`config.mk`:
```
export PLATFORM = sky130hd
export DESIGN_NAME = csa_accum
export DESIGN_NICKNAME = d
export VERILOG_FILES = /design/src/rtl/csa_accum_pkg.sv /design/src/rtl/csa_row.sv /design/src/rtl/csa_accum.sv
export SDC_FILE = /design/constraint.sdc
export NUM_CORES = 2
export LEC_CHECK = 0
export BUFFER_PORTS_ARGS = -buffer_cell sky130_fd_sc_hd__buf_4
export CAP_MARGIN = 20
export CORE_MARGIN = 5
export CORE_UTILIZATION = 45
export DETAILED_ROUTE_END_ITERATION = 8
export HOLD_SLACK_MARGIN = 0.03
export MAX_ROUTING_LAYER = met4
export PLACE_DENSITY_LB_ADDON = 0.05
export RECOVER_POWER = 50
export SETUP_SLACK_MARGIN = 0.3
export SYNTH_ARGS = -nofsm -noshare
export SYNTH_HDL_FRONTEND = slang
export SYNTH_SLANG_ARGS = --single-unit
```
`constraint.sdc`:
```
create_clock -name clk -period 10.5 [get_ports clk]
set_clock_uncertainty 0.15 [all_clocks]
set_input_delay 0.525 -clock clk [delete_from_list [all_inputs] [get_ports clk]]
set_output_delay 0.525 -clock clk [all_outputs]
set_load 0.03 [all_outputs]
```
`src/rtl/csa_accum_pkg.sv`:
```
// Shared types and derived constants for the carry-save accumulator.
// Chunk count and index width are computed here so top and bench agree.
package csa_accum_pkg;

  typedef enum logic [1:0] {
    ST_ACC     = 2'd0,
    ST_RESOLVE = 2'd1,
    ST_OUT     = 2'd2
  } state_e;

  function automatic int nchunk(input int width, input int chunk);
    return width / chunk;
  endfunction

  // A single-chunk configuration still needs a 1-bit index register.
  function automatic int idx_width(input int n);
    return (n <= 1) ? 1 : $clog2(n);
  endfunction

endpackage

```
`src/rtl/csa_row.sv`:
```
// One row of 3:2 compressors: three WIDTH-bit vectors in, redundant (carry, sum) out.
// The carry vector is the majority shifted up one place; the top carry falls off (mod 2^WIDTH).
module csa_row #(
  parameter int WIDTH = 180
) (
  input  logic [WIDTH-1:0] x_i,
  input  logic [WIDTH-1:0] y_i,
  input  logic [WIDTH-1:0] z_i,
  output logic [WIDTH-1:0] c_o,
  output logic [WIDTH-1:0] s_o
);

  logic [WIDTH-1:0] maj;

  assign s_o = x_i ^ y_i ^ z_i;
  assign maj = (x_i & y_i) | (x_i & z_i) | (y_i & z_i);
  assign c_o = maj << 1;

endmodule

```
`src/rtl/csa_accum.sv`:
```
// Carry-save accumulator: one compressor row per operand, then a chunked
// multi-cycle carry-propagate resolve and a valid/ready result port.
//
//   state      | meaning
//   -----------+-------------------------------------------------------
//   ST_ACC     | accepting operands into the redundant (sum, carry) pair
//   ST_RESOLVE | adding one CPA_CHUNK slice of sum+carry per cycle
//   ST_OUT     | result presented, waiting for out_ready_i
module csa_accum
  import csa_accum_pkg::*;
#(
  parameter int WIDTH     = 180,
  parameter int CPA_CHUNK = 45
) (
  input  logic             clk,
  input  logic             rst_n,
  input  logic             in_valid_i,
  output logic             in_ready_o,
  input  logic [WIDTH-1:0] in_data_i,
  input  logic             in_first_i,
  input  logic             in_last_i,
  output logic             out_valid_o,
  input  logic             out_ready_i,
  output logic [WIDTH-1:0] out_sum_o
);

  localparam int NCHUNK = nchunk(WIDTH, CPA_CHUNK);
  localparam int IDXW   = idx_width(NCHUNK);

  if (WIDTH % CPA_CHUNK != 0) begin : g_bad_chunk
    $error("csa_accum: WIDTH must be a multiple of CPA_CHUNK");
  end

  state_e           state_q, state_d;
  logic [WIDTH-1:0] acc_s_q, acc_s_d;
  logic [WIDTH-1:0] acc_c_q, acc_c_d;
  logic [WIDTH-1:0] result_q, result_d;
  logic [IDXW-1:0]  idx_q, idx_d;
  logic             carry_q, carry_d;

  logic [WIDTH-1:0]   row_s, row_c;
  logic [CPA_CHUNK:0] chunk_sum;
  int                 chunk_lo;

  csa_row #(.WIDTH(WIDTH)) u_row (
    .x_i (acc_s_q),
    .y_i (acc_c_q),
    .z_i (in_data_i),
    .c_o (row_c),
    .s_o (row_s)
  );

  // Bit CPA_CHUNK of the slice sum is the carry into the next slice.
  assign chunk_lo  = int'(idx_q) * CPA_CHUNK;
  assign chunk_sum = {1'b0, acc_s_q[chunk_lo +: CPA_CHUNK]}
                   + {1'b0, acc_c_q[chunk_lo +: CPA_CHUNK]}
                   + {{CPA_CHUNK{1'b0}}, carry_q};

  always_comb begin
    state_d     = state_q;
    acc_s_d     = acc_s_q;
    acc_c_d     = acc_c_q;
    result_d    = result_q;
    idx_d       = idx_q;
    carry_d     = carry_q;
    in_ready_o  = 1'b0;
    out_valid_o = 1'b0;
    case (state_q)
      ST_ACC: begin
        in_ready_o = 1'b1;
        if (in_valid_i) begin
          if (in_first_i) begin
            acc_s_d = in_data_i;
            acc_c_d = '0;
          end else begin
            acc_s_d = row_s;
            acc_c_d = row_c;
          end
          if (in_last_i) begin
            state_d = ST_RESOLVE;
            idx_d   = '0;
            carry_d = 1'b0;
          end
        end
      end
      ST_RESOLVE: begin
        result_d[chunk_lo +: CPA_CHUNK] = chunk_sum[CPA_CHUNK-1:0];
        carry_d = chunk_sum[CPA_CHUNK];
        if (idx_q == IDXW'(NCHUNK - 1)) begin
          state_d = ST_OUT;
        end else begin
          idx_d = idx_q + IDXW'(1);
        end
      end
      ST_OUT: begin
        out_valid_o = 1'b1;
        if (out_ready_i) begin
          state_d = ST_ACC;
          acc_s_d = '0;
          acc_c_d = '0;
        end
      end
      default: state_d = ST_ACC;
    endcase
  end

  always_ff @(posedge clk or negedge rst_n) begin
    if (!rst_n) begin
      state_q  <= ST_ACC;
      acc_s_q  <= '0;
      acc_c_q  <= '0;
      result_q <= '0;
      idx_q    <= '0;
      carry_q  <= 1'b0;
    end else begin
      state_q  <= state_d;
      acc_s_q  <= acc_s_d;
      acc_c_q  <= acc_c_d;
      result_q <= result_d;
      idx_q    <= idx_d;
      carry_q  <= carry_d;
    end
  end

  assign out_sum_o = result_q;

endmodule

```
### Word-level counts from Yosys, hierarchy flattened

Index checks and enable logic that the tools add are counted.

* register bits: 545
* input bits: 186
* output and inout bits: 182
* logic and storage cells: 59

* add/subtract/negate cells: 4
* multiply operators: 1
* equality and inequality tests: 8
* shifts and indexed selects: 4
* multiplexer cells: 22
* bitwise gates (word level): 7
* reductions and logical operators: 7

Operators by type and width (count)
* $mux 180: 5
* $pmux 180 s2: 2
* $and 179x179->179: 3
* $shiftx 180x9->45: 2
* $xor 180x180->180: 2
* $or 179x179->179: 2
* $bwmux 180: 1
* $shift 45x33->180 const A: 1
* $shiftx 45x33->180: 1
* $add 45x45->46: 1
* $add 46x1->46: 1
* $neg 8->33: 1
* $mux 2: 7
* $ne 2x2->1 const B: 5
* $mul 2x6->8 const B: 1
* $reduce_and 4->1: 2
* $pmux 2 s3: 1
* $reduce_and 3->1: 2
* $eq 2x2->1 const B: 2
* $mux 1: 4
* $pmux 2 s2: 1
* $reduce_bool 2->1: 2
* $add 2x1->2 const B: 1
* $eq 2x1->1 const B: 1
* other kinds (2): 2

### Longest topological paths before layout

* depth after elaboration: 6
* depth in mapped cells: 17
* depth with buffers taken out: 14

### Modules after synthesis

From an unflattened synthesis, not the netlist that was laid out.

* cells, all modules: 2762
* area total of the unflattened synthesis: 30690.7 sq um

By module, submodules not included
* csa_accum: times used 1, cells an instance 2580, area an instance 27072.2 sq um, sequential area each 13638.1 sq um
* csa_row: times used 1, cells an instance 182, area an instance 3618.5 sq um, sequential area each 0.0 sq um

### Least setup slack after synthesis

No wires, ideal clock.

* kind: reg2reg
* from: register idx_q[0]
* to: register result_q[42] (netlist: out_sum_o[42])
* library setup time: 0.131 ns
* data arrival time: 4.315 ns
* required time: 10.219 ns
* slack: 5.903 ns
* stages on the path, launching flop included: 17
* buffers on the path: 4
* clock period less this slack: 4.597 ns
* cells stage by stage: dfrtp_1 -> clkbuf_1 -> clkbuf_1 -> buf_1 -> mux4_2 -> fa_1 -> inv_1 -> fa_1 -> nor2b_1 -> o2111ai_1 -> a21oi_1 -> nor2_1 -> o21ai_2 -> a311o_1 -> buf_2 -> nor4b_1 -> or3_1

* word-level cells in the longest chain between the ends: 6
* elaborated cells on any way between the ends: 9
* those cells by class: 3 x add/sub; 1 x mul; 4 x shift; 1 x mux

Ends and longest elaborated chain
* start, declared: RTL line csa_accum.sv:38 `logic [IDXW-1:0] idx_q, idx_d;`
* start signal, assigned: RTL line csa_accum.sv:120 `idx_q <= idx_d;`
* $mul 2x6->8 (*): RTL line csa_accum.sv:54 `assign chunk_lo = int'(idx_q) * CPA_CHUNK;`
* $shiftx 180x9->45 (on tied branches): RTL line csa_accum.sv:55, csa_accum.sv:56
* $add 45x45->46: RTL line csa_accum.sv:56 `+ {1'b0, acc_c_q[chunk_lo +: CPA_CHUNK]}`
* $add 46x1->46: RTL line csa_accum.sv:57 `+ {{CPA_CHUNK{1'b0}}, carry_q};`
* $shiftx 45x33->180: RTL line csa_accum.sv:87 `result_d[chunk_lo +: CPA_CHUNK] = chunk_sum[CPA_CHUNK-1:0];`
* $bwmux 180 (*): RTL line csa_accum.sv:87
* end signal, assigned: RTL line csa_accum.sv:119 `result_q <= result_d;`
* end, declared: RTL line csa_accum.sv:37 `logic [WIDTH-1:0] result_q, result_d;`

Mark *: on every way between the ends. The rest lies on a longest branch, timed or not.
A chain may end at the register's enable or synchronous reset.

==> results.py <==
metrics = {
    "logic_synthesis": {
        "synthTopCellsByCount": "dfrtp_1 (544), nand2_1 (299), a22o_1 (298)",
        "synth.most_common_cell": "dfrtp_1",
        "synth_top_area_share_pct": 45.4,
        "ys_seq_area_share_pct": 45.4,
        "postSynthCellCount": 2480,
        "synth_top_area_cell": "dfrtp_1",
        "synth_edf_count": 0,
        "synth_warnings": 0,
        "synth.area.top_cells": "dfrtp_1 (45%), fa_1 (12%), a22o_1 (8.7%)",
        "synth_ff_type": "dfrtp_1",
        "syn_area_per_cell_um2": 12.1,
        "synth_nets": 2897,
        "synth-seq-cells": 544,
        "synth_area_um2": 30000,
        "synth-async-reset-ratio_pct": 100,
        "synth.distinct_cells": 68,
    },
    "detailed_routing": {
        "ant_nets": 0,
        "num_vias": 22300,
        "drc_errors": 0,
        "first_iter_violations": 2050,
        "wl_um": 95100,
        "dr.pass1.iters": 5,
        "routed_via_density": 6.03,
        "wl_per_cell_um": 25.8,
    },
    "grt": {
        "grt_use_met1_pct": 38.9,
        "grtUsageMet2_pct": 39.0,
        "busiest_layer": "met2",
        "grt_antenna_before_repair": 16,
        "grt_pass1_wl_um": 146000,
        "grt_max_degree": 153,
        "grt.total_usage_pct": 27.0,
        "globalRouteOverflowTotal": 0,
        "gr-usage-met3_pct": 7.04,
        "grt_pass1_vias": 23000,
    },
    "clocking": {
        "cts_resized": 0,
        "clk_latency_ns": 0.63,
        "cts_tree": "built",
        "cts_buffers": 61,
        "cts_sinks": 544,
        "clk_pin_slew_worst_paths_ns": 0.06,
        "cts_max_level": 2,
        "cts_buffer_depth": 3,
        "cts_root_buf": "clkbuf_16",
    },
    "setup_path": {
        "slowest_stage": "clkbuf_1",
        "crit_type": "in -> async",
        "crit_top_cell": "clkbuf_1",
        "cp_data_arrival_time_ns": 5.74,
        "critical_path.top_delay_family": "buffers and inverters",
        "path_cells": "dlygate4sd3_1 > buf_8 > buf_12 > clkbuf_1 > clkbuf_1",
        "worst_setup_path_end_kind": "asynchronous set/reset pin",
        "start_kind": "input port",
        "crit_path_max_incr_delay_ns": 2.65,
        "cp_max_fo": 152,
        "critPathRequiredTime_ns": 10.23,
        "cp_num_buf_inv": 5,
    },
    "final_layout": {
        "utilization_pct": 52.8,
        "instances_no_fill": 3692,
        "stdcell_area_um2": 34800,
        "layout-drive-gt1-share_pct": 15.1,
        "fillers": 5877,
        "areaGrowthSynthToFinish_pct": 16.1,
        "fin_nets": 3178,
    },
    "timing": {
        "fmax_mhz": 166,
        "setup_viol": 0,
        "hold_viol_final": 0,
        "fin_ws_ns": 4.48,
        "hold_ws_ns": 0.0507,
        "max_slew_margin_pct": -188,
        "finalCriticalPeriod_ns": 6.02,
        "slew_viol_final": 304,
        "tightest_slew_ns": 4.33,
        "finalCritPeriodShare_pct": 57.3,
        "fin_tns_setup_ns": 0,
        "rsz0062_at_grt": "no",
    },
    "die": {
        "core_um2": 66000,
        "std_cell_rows": 94,
        "die_y_um": 268,
        "start_util_pct": 45.4,
        "fp.dieW_um": 268,
        "ios": 368,
        "dieArea_um2": 71900,
    },
    "run": {
        "cap_viol_max_count": 5,
    },
    "run_status": {
        "violations": "max-capacitance violations, max-slew violations",
        "status": "finished with violations",
    },
    "place": {
        "port_buffers": 367,
        "dpl_cell_area_um2": 33400,
        "placedCellCount": 3553,
        "dp_hpwl_um": 66800,
        "place_congestion": 0.880,
        "dp_slack_ns": 4.97,
    },
    "pwr": {
        "vdd_ir_drop_max_uv": 160,
        "p_leak_nw": 16.1,
        "design_power_total_mw": 12.1,
        "p_per_area_nw_per_um2": 347,
    },
    "hold_path": {
        "hold_path.class": "in -> reg",
    },
}
-- worst reg2reg max path: cells and delay by family, from the launching register on --
family | cells | cell delay [ns]
muxes | 1 | 0.36
AOI/OAI and AO/OA | 1 | 0.35
DFF | 1 | 0.47
and+or+nand+nor | 1 | 1.74
buffers and inverters | 3 | 2.52
-- cells by family (layout without fill, tap and decap cells) --
kind of cell / after synthesis / count (layout) / synth area share [%]
other: 0 / 16 / 0
xor gates and xnor gates: 36 / 36 / 1.05
buffers and inverters: 209 / 541 / 2.72
muxes: 278 / 278 / 13.0
and+or+nand+nor: 477 / 477 / 6.97
AOI/OAI and AO/OA: 705 / 705 / 16.7
adders and majority gates: 231 / 231 / 14.1
DFF: 544 / 544 / 45.4
-- power breakdown --
group	switching, mW	internal, mW
Clock	0.901	1.23
Combinational	3.76	2.20
Sequential	1.01	2.96
-- sequential cells by signal, indices dropped and copies added (netlist names) --
signal,flops
acc_c_q,179
acc_s_q,180
carry_q,1
idx_q,2
out_sum_o,180
state_q,2
-- cell type report --
class                   instances  area, um2  area share [%]
diodes                         16       40.0           0.115
clock buffers                  97       1860            5.35
clock inverters                17        133           0.381
inverters                      24       90.1           0.259
multi-input cells            1727      15600            44.8
flip-flops and latches        544      13600            39.1
well taps                     864       1080            3.11
repair buffers                403       2410            6.91
-- cell usage in the layout, fill, tap and decap left out, types with 11 or more instances in the layout --
cell       count
mux4_2        89
dfrtp_1      542
diode_2       16
nor2_1        49
xnor2_1       27
fa_1         180
nand3_1       30
a22o_1       298
clkbuf_16     61
a21o_1        13
clkbuf_1     203
o21ai_0      245
or3_1         12
ha_1          51
nand2_1      297
inv_1         23
buf_4        205
nand4_1       30
a21oi_1       57
clkbuf_8      20
clkinv_2      13
a31oi_1       11
mux2i_1      187
-- final timing paths --
path	cells past startpoint	slack, ns	from	end
min in group asynchronous	2	0.37	rst_n	out_sum_o[17]
worst max register to register	6	4.77	state_q[1]	acc_c_q[154]
worst min-delay path	3	0.05	in_data_i[97]	acc_s_q[97]
worst min register to register	2	0.33	out_sum_o[47]	out_sum_o[47]
worst max-delay path	5	4.48	rst_n	out_sum_o[83]
max in group clk	6	4.77	state_q[1]	acc_c_q[154]
-- routing by layer --
metal	share of wire (%)	wire [um]
met5	0	0
met2	45	42800
met4	2.2	2130
met3	8.1	7740
met1	45	42500
-- repair_timing --
item	4_1_cts	5_1_grt
hold buffers	6	0
endpoints found under the hold margin	124	0
setup buffers	0	0
Note: power is estimated with default switching activity, not from simulation.
